<file path="config.mk">
export PLATFORM = sky130hd
export DESIGN_NAME = mmio_uart_tx
export DESIGN_NICKNAME = d
export VERILOG_FILES = /design/src/rtl/mmio_uart_tx.sv
export SDC_FILE = /design/constraint.sdc
export NUM_CORES = 1
export LEC_CHECK = 0
export ABC_AREA = 1
export CORE_AREA = 8 8 71 88
export CTS_BUF_LIST = sky130_fd_sc_hd__clkbuf_16
export CTS_CLUSTER_SIZE = 8
export DETAILED_ROUTE_END_ITERATION = 10
export DIE_AREA = 0 0 79 96
export DONT_BUFFER_PORTS = 1
export GPL_TIMING_DRIVEN = 1
export PLACE_DENSITY_LB_ADDON = 0.3
export SYNTH_ARGS = -nofsm -noshare
export SYNTH_HDL_FRONTEND = slang
export SYNTH_SLANG_ARGS = --single-unit
export TNS_END_PERCENT = 20
</file>
<file path="constraint.sdc">
create_clock -name clk -period 2 [get_ports clk]
set_clock_uncertainty 0.2 [all_clocks]
set_input_delay 0 -clock clk [delete_from_list [all_inputs] [get_ports clk]]
set_output_delay 0 -clock clk [all_outputs]
set_load 0.005 [all_outputs]
</file>
<file path="src/rtl/mmio_uart_tx.sv">
// Memory-mapped 8N1 UART transmitter: TXDATA/STATUS register window on the
// data-memory bus, serialised onto a registered, glitch-free tx line.
//
// state | meaning
// IDLE  | line high, waiting for an accepted TXDATA write
// START | start bit (low) for CLKS_PER_BIT cycles
// DATA  | data bits 0..7, LSB first, CLKS_PER_BIT cycles each
// STOP  | stop bit (high) for CLKS_PER_BIT cycles
module mmio_uart_tx #(
  parameter int unsigned           DATA_WIDTH   = 32,
  parameter logic [DATA_WIDTH-1:0] BASE_ADDR    = 32'h1001_0040,
  parameter int unsigned           CLKS_PER_BIT = 16
) (
  input  logic                  clk,
  input  logic                  reset,
  input  logic [DATA_WIDTH-1:0] addr,
  input  logic [DATA_WIDTH-1:0] wdata,
  input  logic                  we,
  output logic [DATA_WIDTH-1:0] rdata,
  output logic                  hit,
  output logic                  tx,
  output logic                  busy,
  output logic                  tx_done
);

  localparam int unsigned     CNT_W    = (CLKS_PER_BIT > 1) ? $clog2(CLKS_PER_BIT) : 1;
  localparam logic [CNT_W-1:0] CNT_LAST = CNT_W'(CLKS_PER_BIT - 1);

  typedef enum logic [1:0] {
    S_IDLE  = 2'd0,
    S_START = 2'd1,
    S_DATA  = 2'd2,
    S_STOP  = 2'd3
  } state_t;

  state_t           state_q, state_d;
  logic [CNT_W-1:0] cyc_q, cyc_d;
  logic [2:0]       bit_q, bit_d;
  logic [7:0]       data_q, data_d;
  logic             ovr_q, ovr_d;
  logic             tx_q, tx_d;
  logic             busy_q, busy_d;
  logic             done_q, done_d;

  logic wr_tx;
  logic wr_st;
  logic bit_end;
  logic unused_bits;

  assign hit     = (addr[DATA_WIDTH-1:3] == BASE_ADDR[DATA_WIDTH-1:3]);
  assign wr_tx   = we & hit & ~addr[2];
  assign wr_st   = we & hit & addr[2];
  assign bit_end = (cyc_q == CNT_LAST);

  // Byte-lane offset and upper store data have no meaning for this block.
  assign unused_bits = ^{addr[1:0], wdata[DATA_WIDTH-1:8]};

  always_comb begin
    rdata = '0;
    if (hit) begin
      if (addr[2]) begin
        rdata[1:0] = {ovr_q, busy_q};
      end else begin
        rdata[7:0] = data_q;
      end
    end
  end

  always_comb begin
    state_d = state_q;
    cyc_d   = cyc_q;
    bit_d   = bit_q;
    data_d  = data_q;
    ovr_d   = ovr_q;
    done_d  = 1'b0;

    if (wr_tx && busy_q) begin
      ovr_d = 1'b1;
    end else if (wr_st && wdata[1]) begin
      ovr_d = 1'b0;
    end

    case (state_q)
      S_IDLE: begin
        if (wr_tx) begin
          state_d = S_START;
          cyc_d   = '0;
          data_d  = wdata[7:0];
        end
      end
      S_START: begin
        if (bit_end) begin
          state_d = S_DATA;
          cyc_d   = '0;
          bit_d   = '0;
        end else begin
          cyc_d = cyc_q + 1'b1;
        end
      end
      S_DATA: begin
        if (bit_end) begin
          cyc_d = '0;
          if (bit_q == 3'd7) begin
            state_d = S_STOP;
          end else begin
            bit_d = bit_q + 3'd1;
          end
        end else begin
          cyc_d = cyc_q + 1'b1;
        end
      end
      S_STOP: begin
        if (bit_end) begin
          state_d = S_IDLE;
          cyc_d   = '0;
          done_d  = 1'b1;
        end else begin
          cyc_d = cyc_q + 1'b1;
        end
      end
      default: state_d = S_IDLE;
    endcase

    // tx is decoded from next state so the line itself comes straight off a flop.
    case (state_d)
      S_START: tx_d = 1'b0;
      S_DATA:  tx_d = data_d[bit_d];
      default: tx_d = 1'b1;
    endcase
    busy_d = (state_d != S_IDLE);
  end

  always_ff @(posedge clk) begin
    if (reset) begin
      state_q <= S_IDLE;
      cyc_q   <= '0;
      bit_q   <= '0;
      data_q  <= 8'h00;
      ovr_q   <= 1'b0;
      tx_q    <= 1'b1;
      busy_q  <= 1'b0;
      done_q  <= 1'b0;
    end else begin
      state_q <= state_d;
      cyc_q   <= cyc_d;
      bit_q   <= bit_d;
      data_q  <= data_d;
      ovr_q   <= ovr_d;
      tx_q    <= tx_d;
      busy_q  <= busy_d;
      done_q  <= done_d;
    end
  end

  assign tx      = tx_q;
  assign busy    = busy_q;
  assign tx_done = done_q;

endmodule

</file>
### After elaboration in Yosys (flattened, before gate mapping)

Cells that the tools add are included.

* add/subtract/negate cells: 2
* multiply operators: 0
* div/mod/pow operators: 0
* $lt $le $gt $ge: 1
* eq/ne operators: 9
* shift-type cells: 0
* mux-type cells: 24
* bitwise logic cells: 5
* reductions and logical operators: 7

Operators with widths (count)
* $eq A29 B26 Y1 const B: 1
* $mux W8: 3
* $mux W2: 6
* $mux W3: 3
* $mux W4: 2
* $pmux W2 S4: 1
* $pmux W4 S2: 1
* $eq A2 B2 Y1 const B: 3
* $mux W6: 1
* $pmux W3 S2: 1
* $add A4 B1 Y4 const B: 1
* $eq A2 B1 Y1 const B: 2
* $eq A4 B4 Y1 const B: 1
* $lt A3 B4 Y1 const B: 1
* $mux W1: 4
* $reduce_bool A2 Y1: 2
* $add A3 B1 Y3 const B: 1
* $and A1 B1 Y1: 3
* $bmux W1 S3: 1
* $eq A3 B3 Y1 const B: 1
* $reduce_or A3 Y1: 1
* $logic_and A1 B1 Y1: 2
* $logic_not A2 Y1: 1
* $ne A2 B2 Y1 const B: 1
* 3 further kinds: 4

* register bits: 21
* latch bits: 0
* memory bits (writable): 0
* bits in read-only memories: 0
* input bits: 67
* output and inout bits: 36
* word-level logic and storage cells: 56
* memories: 0

### Longest topological paths before layout

Gate-level depths: netlist of run 1.

* depth in word-level cells: 8
* depth in mapped cells: 15
* depth with buffers taken out: 15

### Worst setup path before layout of run 1

OpenSTA, ideal clock, no wires.

* path kind: flip-flop to flip-flop
* start: register state_q[0]
* end: register tx_q (netlist: tx)
* library setup time: 0.121 ns
* data arrival time: 1.665 ns
* required time: 1.679 ns
* slack: 0.014 ns
* cell stages (with the launch flop): 14
* path buffers: 0
* clock period less this slack: 1.986 ns
* cell sequence: dfxtp_1 > inv_1 > ha_1 > inv_1 > a21oi_2 > o21ai_2 > a21oi_4 > inv_2 > nand3_2 > nand3_1 > nand3_1 > nand2_1 > nand2_1 > nand3_1

* cells in the longest elaborated chain, start to end: 5
* elaborated cells on any way between the ends: 17

RTL lines
* start: declaration: line 36 `state_t state_q, state_d;`
* start signal: assignment: line 144 `state_q <= state_d;`
* $eq A2 B2 Y1, or another cell as far along: line 83 `case (state_q)`
* $pmux W3 S2, or another cell as far along: line 83
* $bmux W1 S3 or $pmux W2 S4 (tied branches): line 127, 83
* $mux W1 (implied by the code), or another cell as far along: line 127 `S_DATA: tx_d = data_d[bit_d];`
* $pmux W1 S2 *: line 125 `case (state_d)`
* end signal: assignment: line 149 `tx_q <= tx_d;`
* end: declaration: line 41 `logic tx_q, tx_d;`

Every way passes the cells marked *; elsewhere a longest branch is shown, timed or not. The select of a mux whose other input is x is not followed.
A chain may end at the register's enable or synchronous reset.

### Worst setup path in the final report of run 1

* start: register cyc_q[1]
* end: register tx_q (netlist: tx)

* cells in the longest elaborated chain, start to end: 6
* elaborated cells on any way between the ends: 13

RTL lines
* start: declaration: line 37 `logic [CNT_W-1:0] cyc_q, cyc_d;`
* start signal: assignment: line 145 `cyc_q <= cyc_d;`
* $eq A4 B4 Y1 *: line 53 `assign bit_end = (cyc_q == CNT_LAST);`
* $mux W3 (on tied branches): line 101, 92
* $pmux W3 S2: line 83
* $bmux W1 S3: line 127
* $mux W1 (implied by the code): line 127
* $pmux W1 S2 *: line 125

Marks and branches as above.

==> impl_metrics.yaml, run 1 <==
yosys:
  instance_count_of_the_mapped_netlist: 293
  main_combinational_cell_family_by_area_after_synthesis: "simple AND/OR/NAND/NOR gates"
  synth_area_leader_cell: "dfxtp_1"
  total_of_flip_flops_plus_latches_after_synthesis: 21
  netlist_area_sq_mm: 0.001799
  synthXorXnorAreaFrac_pct: 0
  ranking_of_synthesized_cells_by_area: "dfxtp_1, inv_1, nand2_1"
  synth_compound_area_share_pct: 9.388
  synthDistinctLibCells: 34
  synth-seq-area-share_pct: 23.37
  post_synth_fa_ha_maj_area_fraction_pct: 4.868
  yosys.area_share.simple_pct: 39.36
  synthDominantCellAreaShare_pct: 23.37
  yosysWarnings: 0
  synth.mux.area_fraction_pct: 0
  synth_area_per_cell_sq_um: 6.141
detailed_routing:
  vias: 1916
  post_drt_wl_per_cell_microns: 13.13
  via_per_inst: 4.650
  dr.first_iter.drc_count: 56
  drcViolationCount: 0
  drtPass1Iterations: 4
  wirelength_microns: 5411
  postRouteAntennaNets: 0
min_path:
  min_delay_path_depth: 3
  hp-start: "addr[2]"
  timing.hold.worst.class: "in2out"
  min_delay_worst_endpoint: "rdata[1]"
grt:
  grt_util_all_layers_pct: 13.03
  initial_antenna_violation_count: 0
  final_global_route_overflow_total: 0
  grt_pass1_vias: 1848
  grt_start_max_net_pins: 18
  grt_first_pass_wirelength_microns: 8017
sta:
  max_freq_ghz: 0.5024
  final.min_clock_period_ps: 1990
  timing_worst_slew_pin_value_ps: 677.1
  slew_headroom_pct: 54.71
  finalCritPeriodShare_pct: 99.51
  finalSetupViolations: 0
  final_hold_fails: 0
  worst_hold_margin_ps: 7.177
  rsz_0062_raised_after_global_routing: "yes"
  report.final.slew_viol_count: 0
power:
  irDropWorstVdd_uv: 357.8
  static-leakage-power_nw: 1.145
  power_per_cell_area_mw_per_mm2: 457.4
critical_path:
  rr_startpoint: "cyc_q[1]"
  worst-path-max-fanout: 6
  setup.worst_path.start_class: "register"
  critical_path.endpoint_type: "register"
  path_type_of_the_worst_setup_path: "reg2reg"
  regToRegSetupSlack_ps: 10
  critPathArrivalTime_ps: 1930
  ff2ff_path_depth: 14
  cp.required_ps: 1940
  r2r_end: "tx"
floorplanning:
  initial_utilization_pct: 36.46
  coreArea_sq_mm: 0.004935
  fp.dieW_microns: 79
  design.die.area_sq_mm: 0.007584
  num_io_pins: 103
  die_h_microns: 96
  site_row_count: 29
placement:
  gpl.final_weighted_congestion: 0.8450
  place.port_buffers: 0
  placed_cells_incl_taps: 372
  dp.final_hpwl_microns: 3851
cells_and_area:
  layout-drive-gt1-share_pct: 22.00
  antenna-diode-count: 0
  layout_area_overhead_pct: 37.62
  finish.utilization_pct: 50.18
  design.final.nets: 425
  final_cell_count_no_fill: 412
clock_tree:
  cts_tree: "yes"
  clock-root-buffer: "clkbuf_16"
  clk-insertion-delay-late_ps: 260
  clkSlewWorstSetupHoldPaths_ps: 60
  cts.path.max_buffers: 2
  cts_num_sinks: 21
  tritoncts.num_buffers: 3
  cts_htree_levels: 1
job:
  cap_violations: 0
run_status:
  result_of_the_run: "finished clean"
[worst max-delay path, cell delays in order, from the launching register on]
cell     delay [ps]
dfxtp_2         350
ha_4            160
nand3_4         120
inv_4            90
nand2_4          60
inv_4            60
o21ai_2          60
a21oi_4         260
inv_4            90
nand3_2          90
nand3_2          80
nand3_2          90
nand2_2          50
nand2_1          50
nand3_1          50
[logic make-up (layout without fill, tap and decap cells)]
family          after synthesis  after routing
compound gates               27             27
fa+ha+maj                     7              7
buf+inv                      85            119
flops                        21             21
other cells                   1             24
simple gates                152            152
[where the power goes]
part	leakage, nW	switching (mW)	total (mW)	internal, mW
registers	0.171	0.0158	0.452	0.437
clock network	0.0409	0.163	0.432	0.269
logic	0.932	0.134	0.248	0.113
[per-layer routing]
metal / GRT usage (%) / vias up / part of all wire, %
met1: 12.53 / 843 / 35
met3: 3.738 / 22 / 9.4
met5: 0 / - / 0
met2: 23.95 / 75 / 51
met4: 8.204 / 0 / 4.7
li1: - / 976 / -
[layout make-up]
class                           count  area (sq um)
Tap cell                           62         77.57
Fill cell                         491          2459
Inverter                           59         231.5
Clock inverter                      1         5.005
Clock buffer                        3         75.07
Multi-Input combinational cell    210          1169
Timing Repair Buffer               56         493.0
Sequential cell                    21         425.4
[per-stage QoR]
step | area [sq um] | power, mW | setup WS [ps] | TNS (ps)
final | 2476 | 1.132 | 9.737 | 0
after global routing | 2476 | 1.188 | -112.6 | -271.8
after CTS | 2318 | 1.124 | 1.248 | 0
after detailed placement | 1926 | 0.6395 | -40.42 | -40.42
after global placement | 1926 | 0.6359 | -4.680 | -4.680
after floorplan | 1886 | 0.6170 | 13.93 | 0
[sequential cells by signal, summed over array words and instances, names as in the netlist]
register	cells
tx_done	1
state_q	2
bit_q	3
data_q	8
ovr_q	1
busy	1
cyc_q	4
tx	1
[what timing repair did]
item                       CTS  global route
pin swaps                    1            15
hold buffers                28             0
hold endpoints to repair    24             0
setup endpoints to repair    1            10
buffers inserted             1             7
resized for setup            7            30
[cells in the mapped netlist (all sizes together)]
cell,number
o31ai,1
o21ai,7
ha,7
nand2,56
nor2,54
nand3b,1
nor2b,1
o211ai,2
a21oi,15
or2,1
clkinv,2
a31o,1
conb,1
nand3,29
nor4,4
inv,57
o311ai,1
clkbuf,2
dfxtp,21
nor3,2
nand4,4
buf,24
[cell usage in the layout, fill, tap and decap left out, types with 2 or more instances in the layout]
cell	Yosys	routed
o211ai_1	2	2
dlygate4sd3_1	0	27
nand3_2	3	10
dfxtp_2	0	4
o21ai_0	5	4
inv_2	3	6
a21oi_4	1	2
nor2_1	52	52
inv_4	0	4
ha_2	0	2
ha_4	0	2
nand3_4	1	2
ha_1	7	3
nor3_1	2	2
nand3_1	25	17
nor4_1	2	2
dfxtp_1	21	17
nand4_1	3	3
buf_4	24	28
nand2_2	3	4
inv_1	54	48
clkbuf_16	0	3
nand2_1	53	51
o21ai_1	1	2
conb_1	1	24
a21oi_1	13	13
[how the worst max path moves through the flow]
stage,from,to,slack [ps],cells past startpoint
3_3_place_gp,cyc_q[0],tx,-5,14
3_5_place_dp,state_q[1],tx,-40,13
4_1_cts,we,data_q[3],1,7
2_1_floorplan,state_q[0],tx,10,13
5_1_grt,cyc_q[0],tx,-110,14
6_report,cyc_q[1],tx,10,14
(Power assumes the default switching activity.)
==> run 2: changes to the inputs <==
--- a/config.mk
+++ b/config.mk
@@ -8,3 +8,3 @@
 export ABC_AREA = 1
-export CORE_AREA = 8 8 71 88
+export CORE_AREA = 10 10 76 94
 export CTS_BUF_LIST = sky130_fd_sc_hd__clkbuf_16
@@ -12,3 +12,3 @@
 export DETAILED_ROUTE_END_ITERATION = 10
-export DIE_AREA = 0 0 79 96
+export DIE_AREA = 0 0 86 104
 export DONT_BUFFER_PORTS = 1
==> constraint.sdc (replaced) <==
create_clock -name clk -period 2 [get_ports clk]
set_clock_uncertainty 0.2 [all_clocks]
set_input_delay 0.1 -clock clk [delete_from_list [all_inputs] [get_ports clk]]
set_output_delay 0.1 -clock clk [all_outputs]
set_load 0.005 [all_outputs]
==> impl_metrics.yaml, run 2 (synthesis gave the netlist of run 1 again) <==
cells_and_area:
  top_register: "data_q"
  layout.cells.most_common_list: "nor2_1, inv_1, nand2_1"
  largest_reg_flops: 8
  final_common_cell: "nor2_1"
  design.final.nets: 404
  multiInputGateArea_sq_mm: 0.001131
  layout-drive-gt1-share_pct: 19.45
  sequential_cell_area_sq_um: 425.4
  antenna-diode-count: 0
  fillCellCount: 579
  layout_area_overhead_pct: 24.69
  largestRegisters: "data_q (8), cyc_q (4), bit_q (3)"
sta:
  rsz_0062_raised_after_global_routing: "yes"
  finalSetupViolations: 0
  final_hold_fails: 0
  worst_hold_margin_ps: 7.728
  max_freq_ghz: 0.5006
  report.final.slew_viol_count: 0
  finalCritPeriodShare_pct: 99.88
  layout_setup_ws_ps: 2.460
  final.min_clock_period_ps: 1998
power:
  irDropWorstVdd_uv: 378.1
  static-leakage-power_nw: 1.067
  power_per_cell_area_mw_per_mm2: 481.7
placement:
  gpl.final_weighted_congestion: 0.8789
  place.port_buffers: 0
  dp.final_hpwl_microns: 4109
  post-place-ws_ps: -120.8
detailed_routing:
  dr.first_iter.drc_count: 60
  drcViolationCount: 0
  vias: 1778
  wirelength_microns: 5206
  via_per_inst: 4.524
  drtPass1Iterations: 4
  post_drt_wl_per_cell_microns: 13.25
  postRouteAntennaNets: 0
clock_tree:
  tritoncts.num_buffers: 3
  cts_tree: "yes"
  clock-root-buffer: "clkbuf_16"
  cts_num_sinks: 21
  clk-insertion-delay-late_ps: 250
  clkSlewWorstSetupHoldPaths_ps: 50
  cts_htree_levels: 1
  cts.path.max_buffers: 2
min_path:
  timing.hold.worst.class: "in2reg"
  min_delay_worst_endpoint: "data_q[1]"
  hp-start: "we"
  min_delay_path_depth: 4
job:
  cap_violations: 0
floorplanning:
  initial_utilization_pct: 33.52
  fp.dieW_microns: 86
  site_row_count: 30
  num_io_pins: 103
  coreArea_sq_mm: 0.005368
  die_h_microns: 104
  design.die.area_sq_mm: 0.008944
critical_path:
  setup.worst_path.start_class: "register"
  critPathArrivalTime_ps: 1930
  cp.required_ps: 1930
  rr_startpoint: "state_q[0]"
  regToRegSetupSlack_ps: 2
  ff2ff_path_depth: 12
  path_type_of_the_worst_setup_path: "reg2reg"
  r2r_end: "tx"
  critical_path.endpoint_type: "register"
  worst-path-max-fanout: 6
grt:
  grt_start_max_net_pins: 13
  grt_pass1_vias: 1853
  final_global_route_overflow_total: 0
  grt_util_all_layers_pct: 11.31
  grt_first_pass_wirelength_microns: 8500
  initial_antenna_violation_count: 0
run_status:
  result_of_the_run: "finished clean"
==> run 2: cell count changes in the layout (fill, tap and decap cells not counted), sizes merged <==
cell          before  now
dlymetal6s4s       1    0
buf               28   23
dlygate4sd3       27   12
==> run 2: metrics by stage <==
| stage | utilization (%) | TNS, ps | instance area (sq um) | power [mW] | std cells |
|---|---|---|---|---|---|
| global placement | 35.64 | -127.7 | 1913 | 0.6310 | 372 |
| finish | 41.79 | 0 | 2243 | 1.081 | 393 |
| detailed placement | 35.64 | -120.8 | 1913 | 0.6330 | 372 |
| global route | 41.79 | -164.9 | 2243 | 1.140 | 393 |
| floorplan | - | 0 | 1886 | 0.6170 | 316 |
| CTS | 41.79 | 0 | 2243 | 1.088 | 393 |
==> run 2: final cells by class <==
type	count	share of cell area (%)
clock buffers	3	3.346
clock inverters	1	0.1673
inverters	59	10.32
multi-input cells	210	50.42
flip-flops and latches	21	18.96
well taps	64	3.569
repair buffers	35	13.22
==> run 2: worst max-delay path by stage <==
stage,from,endpoint,slack [ps],cells after the start
finish,state_q[0],tx,2,12
global route,state_q[0],tx,-140,12
CTS,cyc_q[1],tx,0.06,13
detailed placement,state_q[1],tx,-120,13
global placement,state_q[1],tx,-130,13
floorplan,state_q[0],tx,10,13
==> run 2: critical path: stages, from the launching register on <==
cell and delay [ps]:
dfxtp_2 320, buf_4 140, ha_1 230, a21oi_4 150, o21ai_2 90, a21oi_4 220, inv_2 110, nand3_1 90
nand3_1 90, nand3_2 70, nand2_2 50, nand2_1 50, nand3_1 60
==> run 2: repair_timing <==
action,CTS,global route
endpoints found under the setup margin,1,4
hold endpoints to repair,21,0
buffers inserted,5,0
gates resized for setup,25,1
pin swaps,10,2
hold buffers,12,0
==> run 2: layer usage <==
metal | global-route usage [%] | wire [microns] | vias up
li1 | - | - | 930
met5 | 0 | 0 | -
met1 | 11.13 | 1852 | 764
met3 | 5.251 | 694 | 9
met2 | 20.15 | 2570 | 75
met4 | 3.420 | 88 | 0
==> run 2: power by group <==
part | total [mW] | switching [mW] | internal, mW
Clock | 0.413 | 0.147 | 0.266
Combinational | 0.213 | 0.123 | 0.0908
Sequential | 0.454 | 0.0171 | 0.437
Total | 1.08 | 0.287 | 0.794
==> run 3: changes to the inputs <==
- clock period: 2 -> 2.5 ns (I/O delays scaled with it)
==> impl_metrics.yaml, run 3 (synthesis gave the netlist of run 1 again) <==
cells_and_area:
  top_register: "data_q"
  fillCellCount: 585
  layout_area_overhead_pct: 12.17
  final_common_cell: "inv_1"
  layout-drive-gt1-share_pct: 9.355
  design.final.nets: 385
  antenna-diode-count: 0
  largest_reg_flops: 8
  largestRegisters: "data_q (8), cyc_q (4), bit_q (3)"
  layout.cells.most_common_list: "inv_1, nand2_1, nor2_1"
placement:
  place.port_buffers: 0
  post-place-ws_ps: 261.1
  gpl.final_weighted_congestion: 0.8430
  dp.final_hpwl_microns: 3908
sta:
  finalCritPeriodShare_pct: 92.03
  slew_headroom_pct: 56.33
  final.min_clock_period_ps: 2301
  timing_worst_slew_pin_value_ps: 652.9
  report.final.slew_viol_count: 0
  final_hold_fails: 0
  layout_setup_ws_ps: 199.3
  max_freq_ghz: 0.4347
  finalSetupViolations: 0
  worst_hold_margin_ps: 12.03
clock_tree:
  cts_tree: "yes"
  cts_num_sinks: 21
  tritoncts.num_buffers: 3
  clock-root-buffer: "clkbuf_16"
  cts_htree_levels: 1
  cts.path.max_buffers: 2
  clkSlewWorstSetupHoldPaths_ps: 60
  clk-insertion-delay-late_ps: 260
floorplanning:
  die_h_microns: 104
  coreArea_sq_mm: 0.005368
  design.die.area_sq_mm: 0.008944
  fp.dieW_microns: 86
  num_io_pins: 103
  initial_utilization_pct: 33.52
  site_row_count: 30
run_status:
  result_of_the_run: "finished clean"
detailed_routing:
  wirelength_microns: 4761
  via_per_inst: 4.564
  post_drt_wl_per_cell_microns: 12.73
  drcViolationCount: 0
  dr.first_iter.drc_count: 37
  vias: 1707
  drtPass1Iterations: 4
  postRouteAntennaNets: 0
grt:
  grt_util_all_layers_pct: 9.950
  grt_pass1_vias: 1645
  initial_antenna_violation_count: 0
  grt_first_pass_wirelength_microns: 7479
  final_global_route_overflow_total: 0
  grt_start_max_net_pins: 18
critical_path:
  worst-path-max-fanout: 6
  path_type_of_the_worst_setup_path: "reg2reg"
  critical_path.endpoint_type: "register"
  critPathArrivalTime_ps: 2300
  cp.required_ps: 2500
  setup.worst_path.start_class: "register"
job:
  cap_violations: 0
power:
  power_per_cell_area_mw_per_mm2: 416.2
  irDropWorstVdd_uv: 359.7
  static-leakage-power_nw: 0.9516
min_path:
  timing.hold.worst.class: "in2reg"
[run 3: cell type report]
cell class | instances | area, sq um | area share, %
multi-input combinational | 210 | 1062 | 52.63
sequential | 21 | 420.4 | 20.83
inverter | 59 | 222.7 | 11.04
timing repair buffer | 16 | 152.6 | 7.564
tap | 64 | 80.08 | 3.968
clock buffer | 3 | 75.07 | 3.720
clock inverter | 1 | 5.005 | 0.2480
[run 3: final timing paths]
check | start | to | slack [ps] | cells after the start
hold reg to reg | data_q[5] | data_q[5] | 350 | 4
setup / recovery | cyc_q[0] | busy | 200 | 9
hold / removal | we | data_q[1] | 10 | 4
setup reg to reg | cyc_q[0] | busy | 200 | 9
[run 3: where the power goes]
| part | leakage (nW) | internal [mW] | switching, mW | total, mW |
|---|---|---|---|---|
| registers | 0.170 | 0.348 | 0.0134 | 0.361 |
| clock network | 0.0409 | 0.215 | 0.123 | 0.338 |
| logic | 0.741 | 0.0530 | 0.0878 | 0.141 |
| total | 0.952 | 0.616 | 0.224 | 0.840 |
[run 3: worst max-delay path: stages, from the launching register on]
cell and delay, ps:
dfxtp_1 330, ha_1 260, nand3_4 130, clkinv_2 110, o311ai_2 220, nand2_1 70, nand2_1 100, clkinv_1 110
a21oi_1 150, dlygate4sd3_1 560
[run 3: repair_timing]
item	CTS	global route
resized for setup	0	3
hold buffers	13	0
buffers inserted	0	3
endpoints found under the hold margin	21	0
setup endpoints to repair	0	1
[run 3: per-stage QoR]
step	total power, mW	setup TNS (ps)	util (%)	instances	instance area, sq um
after floorplan	0.4936	0	-	316	1886
after global placement	0.4832	0	33.12	354	1778
after detailed placement	0.4845	0	33.12	354	1778
after CTS	0.8451	0	37.04	371	1988
after global routing	0.8833	-11.59	37.60	374	2018
final	0.8400	0	37.60	374	2018
[run 3: layer usage]
layer / part of all wire, % / wire length, microns / up-vias / GRT usage (%)
met3: 13 / 596 / 8 / 4.624
met2: 48 / 2284 / 63 / 17.07
met1: 38 / 1800 / 743 / 10.10
li1: - / - / 893 / -
met5: 0 / 0 / - / 0
met4: 1.7 / 79 / 0 / 3.656
